--- config.mk ---
export PLATFORM = sky130hd
export DESIGN_NAME = rally_controller
export DESIGN_NICKNAME = d
export VERILOG_FILES = /design/src/rtl/pong_pkg.sv /design/src/rtl/hit_offset.sv /design/src/rtl/rally_controller.sv
export SDC_FILE = /design/constraint.sdc
export NUM_CORES = 1
export LEC_CHECK = 0
export CORE_ASPECT_RATIO = 1.75
export CORE_UTILIZATION = 55
export DETAILED_ROUTE_END_ITERATION = 10
export MAX_ROUTING_LAYER = met4
export PLACE_DENSITY = 0.83
export SLEW_MARGIN = 20
export SYNTH_ARGS = -nofsm -noshare
export SYNTH_HDL_FRONTEND = slang
export SYNTH_HIERARCHICAL = 1
export SYNTH_SLANG_ARGS = --single-unit
export TNS_END_PERCENT = 20
--- constraint.sdc ---
create_clock -name clk_0 -period 13.15 [get_ports clk_0]
set_clock_uncertainty 0.2 [all_clocks]
set_input_delay 1.9725 -clock clk_0 [delete_from_list [all_inputs] [get_ports clk_0]]
set_output_delay 1.9725 -clock clk_0 [all_outputs]
set_load 0.02 [all_outputs]
--- src/rtl/pong_pkg.sv ---
// Shared pong definitions: rally FSM encoding, game defaults and paddle geometry.
// The velocity mapper uses PDL_HEIGHT too, so PDL_HALF_DEF follows it automatically.
package pong_pkg;

    typedef enum logic [1:0] {
        ST_STARTUP = 2'd0,
        ST_SERVE   = 2'd1,
        ST_PLAY    = 2'd2,
        ST_OVER    = 2'd3
    } state_e;

    localparam int WIN_SCORE_DEF    = 7;
    localparam int SERVE_FRAMES_DEF = 60;
    localparam int PDL_HEIGHT       = 96;
    localparam int PDL_HALF_DEF     = PDL_HEIGHT / 2;

    // Flag order is {game_startup, sq_missed, game_over}.
    function automatic logic [2:0] state_flags(input state_e s);
        return {s == ST_STARTUP, s == ST_SERVE, s == ST_OVER};
    endfunction

endpackage

--- src/rtl/hit_offset.sv ---
// Distance from the paddle centre to the square, clamped to the paddle half-height,
// plus which side of the centre the square struck.
module hit_offset
    import pong_pkg::*;
#(
    parameter int PDL_HALF = PDL_HALF_DEF
) (
    input  logic [9:0] sq_y_i,
    input  logic [9:0] pdl_y_i,
    output logic [6:0] mag_o,
    output logic       below_o
);

    logic signed [10:0] diff;
    logic        [10:0] abs_diff;
    logic        [10:0] clamped;

    // The clamp is done at full width so large offsets never alias after truncation.
    always_comb begin
        diff     = $signed({1'b0, sq_y_i}) - $signed({1'b0, pdl_y_i});
        abs_diff = diff[10] ? $unsigned(-diff) : $unsigned(diff);
        clamped  = (abs_diff > 11'(PDL_HALF)) ? 11'(PDL_HALF) : abs_diff;
        mag_o    = 7'(clamped);
        below_o  = ~diff[10] & (diff != 11'sd0);
    end

endmodule

--- src/rtl/rally_controller.sv ---
// Pong rally sequencer: start, serve delay, paddle hits, scoring and game over.
// Every output is a register updated by the single FSM process.
module rally_controller
    import pong_pkg::*;
#(
    parameter int WIN_SCORE    = WIN_SCORE_DEF,
    parameter int SERVE_FRAMES = SERVE_FRAMES_DEF,
    parameter int PDL_HALF     = PDL_HALF_DEF
) (
    input  logic       clk_0,
    input  logic       rst,
    input  logic       frame_tick,
    input  logic       start_btn,
    input  logic       hit_l,
    input  logic       hit_r,
    input  logic       out_l,
    input  logic       out_r,
    input  logic [9:0] sq_y,
    input  logic [9:0] pdl_l_y,
    input  logic [9:0] pdl_r_y,
    output logic       game_startup,
    output logic       sq_missed,
    output logic       game_over,
    output logic [6:0] hit_y,
    output logic       dir_x,
    output logic       dir_y,
    output logic [3:0] score_l,
    output logic [3:0] score_r,
    output logic       sq_launch
);

    state_e     state_q;
    logic [2:0] flags_q;
    logic       start_btn_q;
    logic [7:0] serve_cnt_q;
    logic [6:0] hit_y_q;
    logic       dir_x_q;
    logic       dir_y_q;
    logic [3:0] score_l_q;
    logic [3:0] score_r_q;
    logic       sq_launch_q;

    logic       start_evt;
    logic [9:0] pdl_sel;
    logic [6:0] hit_y_d;
    logic       dir_y_d;
    logic [3:0] score_l_d;
    logic [3:0] score_r_d;

    assign start_evt = start_btn & ~start_btn_q;
    assign pdl_sel   = hit_r ? pdl_r_y : pdl_l_y;

    // Saturating increments keep the score pinned at WIN_SCORE.
    assign score_l_d = (score_l_q >= 4'(WIN_SCORE)) ? score_l_q : score_l_q + 4'd1;
    assign score_r_d = (score_r_q >= 4'(WIN_SCORE)) ? score_r_q : score_r_q + 4'd1;

    hit_offset #(
        .PDL_HALF (PDL_HALF)
    ) u_hit_offset (
        .sq_y_i  (sq_y),
        .pdl_y_i (pdl_sel),
        .mag_o   (hit_y_d),
        .below_o (dir_y_d)
    );

    always_ff @(posedge clk_0) begin
        if (!rst) begin
            state_q     <= ST_STARTUP;
            flags_q     <= state_flags(ST_STARTUP);
            start_btn_q <= 1'b0;
            serve_cnt_q <= 8'd0;
            hit_y_q     <= 7'd0;
            dir_x_q     <= 1'b1;
            dir_y_q     <= 1'b0;
            score_l_q   <= 4'd0;
            score_r_q   <= 4'd0;
            sq_launch_q <= 1'b0;
        end else begin
            start_btn_q <= start_btn;
            sq_launch_q <= 1'b0;
            unique case (state_q)
                ST_STARTUP: begin
                    if (start_evt) begin
                        state_q     <= ST_SERVE;
                        flags_q     <= state_flags(ST_SERVE);
                        score_l_q   <= 4'd0;
                        score_r_q   <= 4'd0;
                        dir_x_q     <= 1'b1;
                        serve_cnt_q <= 8'd0;
                        hit_y_q     <= 7'd0;
                    end
                end
                ST_SERVE: begin
                    if (frame_tick) begin
                        if (serve_cnt_q == 8'(SERVE_FRAMES - 1)) begin
                            state_q     <= ST_PLAY;
                            flags_q     <= state_flags(ST_PLAY);
                            sq_launch_q <= 1'b1;
                        end else begin
                            serve_cnt_q <= serve_cnt_q + 8'd1;
                        end
                    end
                end
                ST_PLAY: begin
                    // Outs beat hits, out_l beats out_r, and a double hit is treated as noise.
                    if (out_l) begin
                        score_r_q <= score_r_d;
                        dir_x_q   <= 1'b0;
                        if (score_r_d == 4'(WIN_SCORE)) begin
                            state_q <= ST_OVER;
                            flags_q <= state_flags(ST_OVER);
                        end else begin
                            state_q     <= ST_SERVE;
                            flags_q     <= state_flags(ST_SERVE);
                            serve_cnt_q <= 8'd0;
                            hit_y_q     <= 7'd0;
                        end
                    end else if (out_r) begin
                        score_l_q <= score_l_d;
                        dir_x_q   <= 1'b1;
                        if (score_l_d == 4'(WIN_SCORE)) begin
                            state_q <= ST_OVER;
                            flags_q <= state_flags(ST_OVER);
                        end else begin
                            state_q     <= ST_SERVE;
                            flags_q     <= state_flags(ST_SERVE);
                            serve_cnt_q <= 8'd0;
                            hit_y_q     <= 7'd0;
                        end
                    end else if (hit_l ^ hit_r) begin
                        hit_y_q <= hit_y_d;
                        dir_y_q <= dir_y_d;
                        dir_x_q <= hit_l;
                    end
                end
                ST_OVER: begin
                    if (start_evt) begin
                        state_q <= ST_STARTUP;
                        flags_q <= state_flags(ST_STARTUP);
                    end
                end
                default: begin
                    state_q <= ST_STARTUP;
                    flags_q <= state_flags(ST_STARTUP);
                end
            endcase
        end
    end

    assign {game_startup, sq_missed, game_over} = flags_q;
    assign hit_y     = hit_y_q;
    assign dir_x     = dir_x_q;
    assign dir_y     = dir_y_q;
    assign score_l   = score_l_q;
    assign score_r   = score_r_q;
    assign sq_launch = sq_launch_q;

endmodule

## Word level (Yosys, flattened, before mapping)

Index checks and enable logic that the tools add are counted.

| word-level totals | value |
|---|---|
| flip-flop bits (word level) | 32 |
| latch bits | 0 |
| RAM bits | 0 |
| memory bits (read-only) | 0 |
| output and inout bits | 21 |
| memories kept | 0 |

| operators by class | value |
|---|---|
| add/sub/neg operators | 5 |
| multiply operators | 0 |
| divide/modulo/power cells | 0 |
| magnitude comparators | 3 |
| equality and inequality tests | 19 |
| shifts and indexed selects | 0 |
| multiplexer cells | 50 |
| bitwise logic cells | 7 |
| reductions and logical operators | 12 |

Operator list:

| operator | number |
|---|---|
| $mux 8 | 7 |
| $mux 7 | 7 |
| $mux 4 | 6 |
| $pmux 8 s3 | 1 |
| $mux 2 | 10 |
| $mux 3 | 6 |
| $ne 2x2->1 const B | 8 |
| $pmux 4 s2 | 2 |
| $pmux 7 s2 | 1 |
| $pmux 3 s4 | 1 |
| $gt 11x6->1 const B | 1 |
| $mux 11 | 1 |
| $neg 11->11 | 1 |
| $reduce_bool 11->1 | 1 |
| $sub 10x10->11 | 1 |
| $mux 10 | 1 |
| $reduce_and 5->1 | 2 |
| $ne 3x3->1 const B | 3 |
| $reduce_and 3->1 | 3 |
| $add 4x1->4 const B | 2 |
| $add 8x1->8 const B | 1 |
| $eq 4x3->1 const B | 2 |
| $eq 8x6->1 const B | 1 |
| $ge 4x3->1 const B | 2 |
| 14 further kinds | 25 |

## Longest topological paths before layout

| logic depth | value |
|---|---|
| word-level depth | 10 |
| depth in mapped cells | 16 |

## By module

Netlist, hierarchy kept.

Modules (own cells, without submodules):

| module | times used | cells an instance | area an instance (sq um) | sequential area each (sq um) |
|---|---|---|---|---|
| rally_controller | 1 | 206 | 1846.8 | 640.6 |
| hit_offset | 1 | 142 | 1057.3 | 0.0 |

## Worst setup path after synthesis

No wires, ideal clock.

| path | value |
|---|---|
| path kind | input-to-reg |
| start point | in hit_r |
| end point | reg hit_y_q[1] (netlist: hit_y[1]) |
| setup time | 0.069 ns |
| arrival time | 5.250 ns |
| data required time | 12.881 ns |
| slack | 7.631 ns |
| stages on the path | 14 |
| buffers on the path | 1 |
| cells stage by stage | clkbuf_1 mux2_2 ha_1 fa_1 nand2b_1 a21oi_1 xnor2_2 nor4b_4 mux2_2 o32ai_2 o211a_4 nor3b_1 nand3_1 o21ai_1 |

| between the ends | value |
|---|---|
| cells in the longest elaborated chain, start to end | 10 |

RTL lines:

| element | line | RTL |
|---|---|---|
| start: declaration | rally_controller.sv:15 | `input logic hit_r,` |
| $mux 10 * | rally_controller.sv:51 | `assign pdl_sel = hit_r ? pdl_r_y : pdl_l_y;` |
| via pdl_sel[0] | rally_controller.sv:44 | `logic [9:0] pdl_sel;` |
| $sub 10x10->11 * | hit_offset.sv:20 | `diff = $signed({1'b0, sq_y_i}) - $signed({1'b0, pdl_y_i});` |
| $neg 11->11 | hit_offset.sv:21 | `abs_diff = diff[10] ? $unsigned(-diff) : $unsigned(diff);` |
| $mux 11 * | hit_offset.sv:21 |  |
| $gt 11x6->1 | hit_offset.sv:22 | `clamped = (abs_diff > 11'(PDL_HALF)) ? 11'(PDL_HALF) : abs_diff;` |
| $mux 7 * | hit_offset.sv:22 |  |
| via hit_y_d[1] | rally_controller.sv:45 | `logic [6:0] hit_y_d;` |
| $mux 7 * | rally_controller.sv:130 | `end else if (hit_l ^ hit_r) begin` |
| $mux 7 * | rally_controller.sv:118 | `end else if (out_r) begin` |
| $mux 7 * | rally_controller.sv:106 | `if (out_l) begin` |
| $pmux 7 s2 * | rally_controller.sv:81 | `unique case (state_q)` |
| end signal: assignment | rally_controller.sv:131 | `hit_y_q <= hit_y_d;` |
| end: declaration | rally_controller.sv:36 | `logic [6:0] hit_y_q;` |

The timed path passes the listed nets; every way through them passes the cells marked *. The select of a mux whose other input is x is not followed.
A chain may end at the register's enable or synchronous reset.

## Final worst setup path

Same ends and word-level chain as after synthesis.

==> impl_metrics.yaml <==
clocking:
  cts_buffers: 5
  cts_sinks: 32
  cts.hold.buffers_added: 0
  cts_root_buffer: "clkbuf_8"
  cts_max_path_buffers: 2
  cts_setup_buffers: 0
  cts_tree: "yes"
  clock_latency_ns: 0.28
  clkSlewWorstSetupHoldPaths_ns: 0.07
  ctsResizeCount: 0
  h-tree-depth: 2
yosys:
  synth-main-ff-cell: "dfxtp_1"
  async_flop_share: 0
  synth_area_leaders: "dfxtp_1 (22%), ha_1 (6.0%), nand2_1 (4.3%), mux2_2 (4.3%), a21oi_1 (3.6%)"
  synth_edf_count: 0
  syn_inst: 348
  yosysWarnings: 6
  synth.distinct_cells: 80
  yosysSeqAreaShare: 0.221
  synth_top_area_share: 0.221
  synth_area_sq_um: 2900
  syn-num-nets: 401
  synth.most_common_cell: "nand2_1"
  ys_ff_latch: 32
  synth_commonest_cells: "nand2_1 (33), dfxtp_1 (32), nor2_1 (25), inv_1 (23), a21oi_1 (21)"
  synth.avg_cell_area_sq_um: 8.34
  yosysTopAreaCell: "dfxtp_1"
cells_and_area:
  antenna_cells: 0
  areaGrowthSynthToFinish_pct: 22.5
  fill_cells: 410
  nNetsFinal: 452
  drive_gt1_frac: 0.108
  final_area_sq_um: 3560
  utilization: 0.709
critical_path:
  crit_top_cell: "mux2_2"
  cpPeakStageDelay_ns: 0.82
  end_kind: "flop"
  path_max_fanout: 11
  r2r_end: "serve_cnt_q[7]"
  crit_chain: "clkdlybuf4s50_1, mux2_2, ha_1, fa_1, nand2b_1, a21oi_1, xnor2_2, nor4b_4, mux2_2, o32ai_2, o211a_4, nor3b_1, nand3_1, o21ai_1"
  cp.arrival_ns: 6.16
  critical_path_class: "primary input to flop"
  r2r_start: "state_q[0]"
  worstSetupStartpointType: "primary input"
  cp.required_ns: 13.17
  critical-path-top-delay-family: "simple AND/OR/NAND/NOR gates"
  reg2reg_slack_ns: 10.79
  worst-path-buf-inv: 1
  slowest_stage: "clkdlybuf4s50_1"
  ff2ff_path_depth: 4
die:
  die_x_um: 56.9
  coreArea_sq_um: 5020
  initial_utilization: 0.579
  die_h_um: 98.1
  rows: 34
  dieArea_sq_um: 5590
  ioPinCount: 59
route:
  vias: 2811
  vias_per_cell: 6.21
  drc_errors: 2
  wirelength_um: 6850
  wl_per_cell_um: 15.1
  drtIter0Drc: 133
  drtPass1Iterations: 7
  drtAntennaViolNets: 0
timing:
  worstMarginPinSlew_ns: 0.854
  finalHoldViolCount: 0
  fmax_mhz: 163
  setup_viol: 0
  rsz0062_at_grt: "no"
  drv_slew: 0
  finalSetupTns_ns: 0
  hold_ws_ns: 0.251
  fin_crit_sh: 0.467
  finalCriticalPeriod_ns: 6.14
  maxSlewHeadroom: 0.429
hold_path:
  holdPathStages: 2
  min_from: "hit_y[4]"
  hold-path-endpoint: "hit_y[4]"
  holdCritPathClass: "flop to flop"
grt:
  grt_pass1_vias: 2767
  grt_antenna_before_repair: 0
  overflow: 0
  grt_max_degree: 26
  grt_use_total: 0.264
  grt_pass1_wl_um: 11700
status:
  outcome: "finished, violations left"
  violations: "DRC"
placement:
  port-buffer-count: 58
  place_area_sq_um: 3460
  gp_congestion: 0.849
  dp_hpwl_um: 5370
pwr:
  p_leak_uw: 0.00133
  p_total_uw: 371
  ir_drop_v: 0.0000490
  pwr_density_cell_nw_per_um2: 104
flow_run:
  maxCapViolations: 0
[flip-flops by register name (all words and copies together), names as in the netlist]
register / cells
state_q: 2
dir_x: 1
score_r: 4
serve_cnt_q: 8
score_l: 4
flags_q: 3
start_btn_q: 1
hit_y: 7
dir_y: 1
sq_launch: 1
[cell usage in the layout (no fill, tap or decap), types with 11 or more instances in the layout]
cell	synthesis	routed
ha_1	14	14
inv_1	23	23
dfxtp_1	32	32
a21oi_1	21	21
mux2_2	11	11
o21ai_0	13	13
nor2_1	25	25
nand2_1	33	33
nand3_1	17	17
clkdlybuf4s50_1	0	58
[power breakdown]
group	internal (uW)	leakage (uW)	switching, uW	total [uW]
clock	46.6	0.0000503	36.3	82.9
combinational	76.7	0.00102	98.0	175
sequential	103	0.000259	10.1	113
[final cells by class]
type                    count  area (sq um)  area share
repair buffers             58           581       0.163
flip-flops and latches     32           641       0.180
clock buffers               7          96.3      0.0271
well taps                  54          67.6      0.0190
inverters                  25          93.8      0.0264
multi-input cells         277          2080       0.584
[worst max-delay path by stage]
stage / from / end / slack (ns) / depth (start not counted)
after floorplan: hit_r / hit_y[1] / 7.63 / 14
after global placement: hit_r / hit_y[2] / 6.98 / 14
after detailed placement: hit_r / hit_y[2] / 6.76 / 14
after CTS: hit_r / hit_y[2] / 7.04 / 14
after global routing: hit_r / hit_y[1] / 6.73 / 14
final: hit_r / hit_y[1] / 7.01 / 14
[kinds of logic (layout without fill, tap and decap cells)]
family,after synthesis,count (layout),share of synthesized area
AO/OA/AOI/OAI,100,100,0.278
other,1,1,0.00129
AND/OR/NAND/NOR,127,127,0.244
XOR/XNOR,15,15,0.0543
adder cells (fa/ha/maj),15,15,0.0672
flip-flops,32,32,0.221
buffers and inverters,39,90,0.0638
multiplexers,19,19,0.0707
[metal layers]
metal | up-vias | share of wire | global-route usage
li1 | 1380 | - | -
met1 | 1320 | 0.36 | 0.246
met2 | 89 | 0.57 | 0.509
met3 | 22 | 0.035 | 0.0344
met4 | 0 | 0.030 | 0.124
met5 | - | 0 | -
[tightest hold or removal path: cells and delay by family, from the launching register on]
kind | cells | cell delay (ns)
simple gates | 1 | 0.05
compound gates | 1 | 0.05
flops | 1 | 0.31
[metrics by stage]
| step | setup slack [ns] | std cells |
|---|---|---|
| finish | 7.01 | 453 |
| global route | 6.73 | 453 |
| CTS | 7.04 | 453 |
| detailed placement | 6.76 | 446 |
| global placement | 6.98 | 446 |
| floorplan | 7.63 | 348 |
No activity file was read; power rests on OpenSTA's default activity.
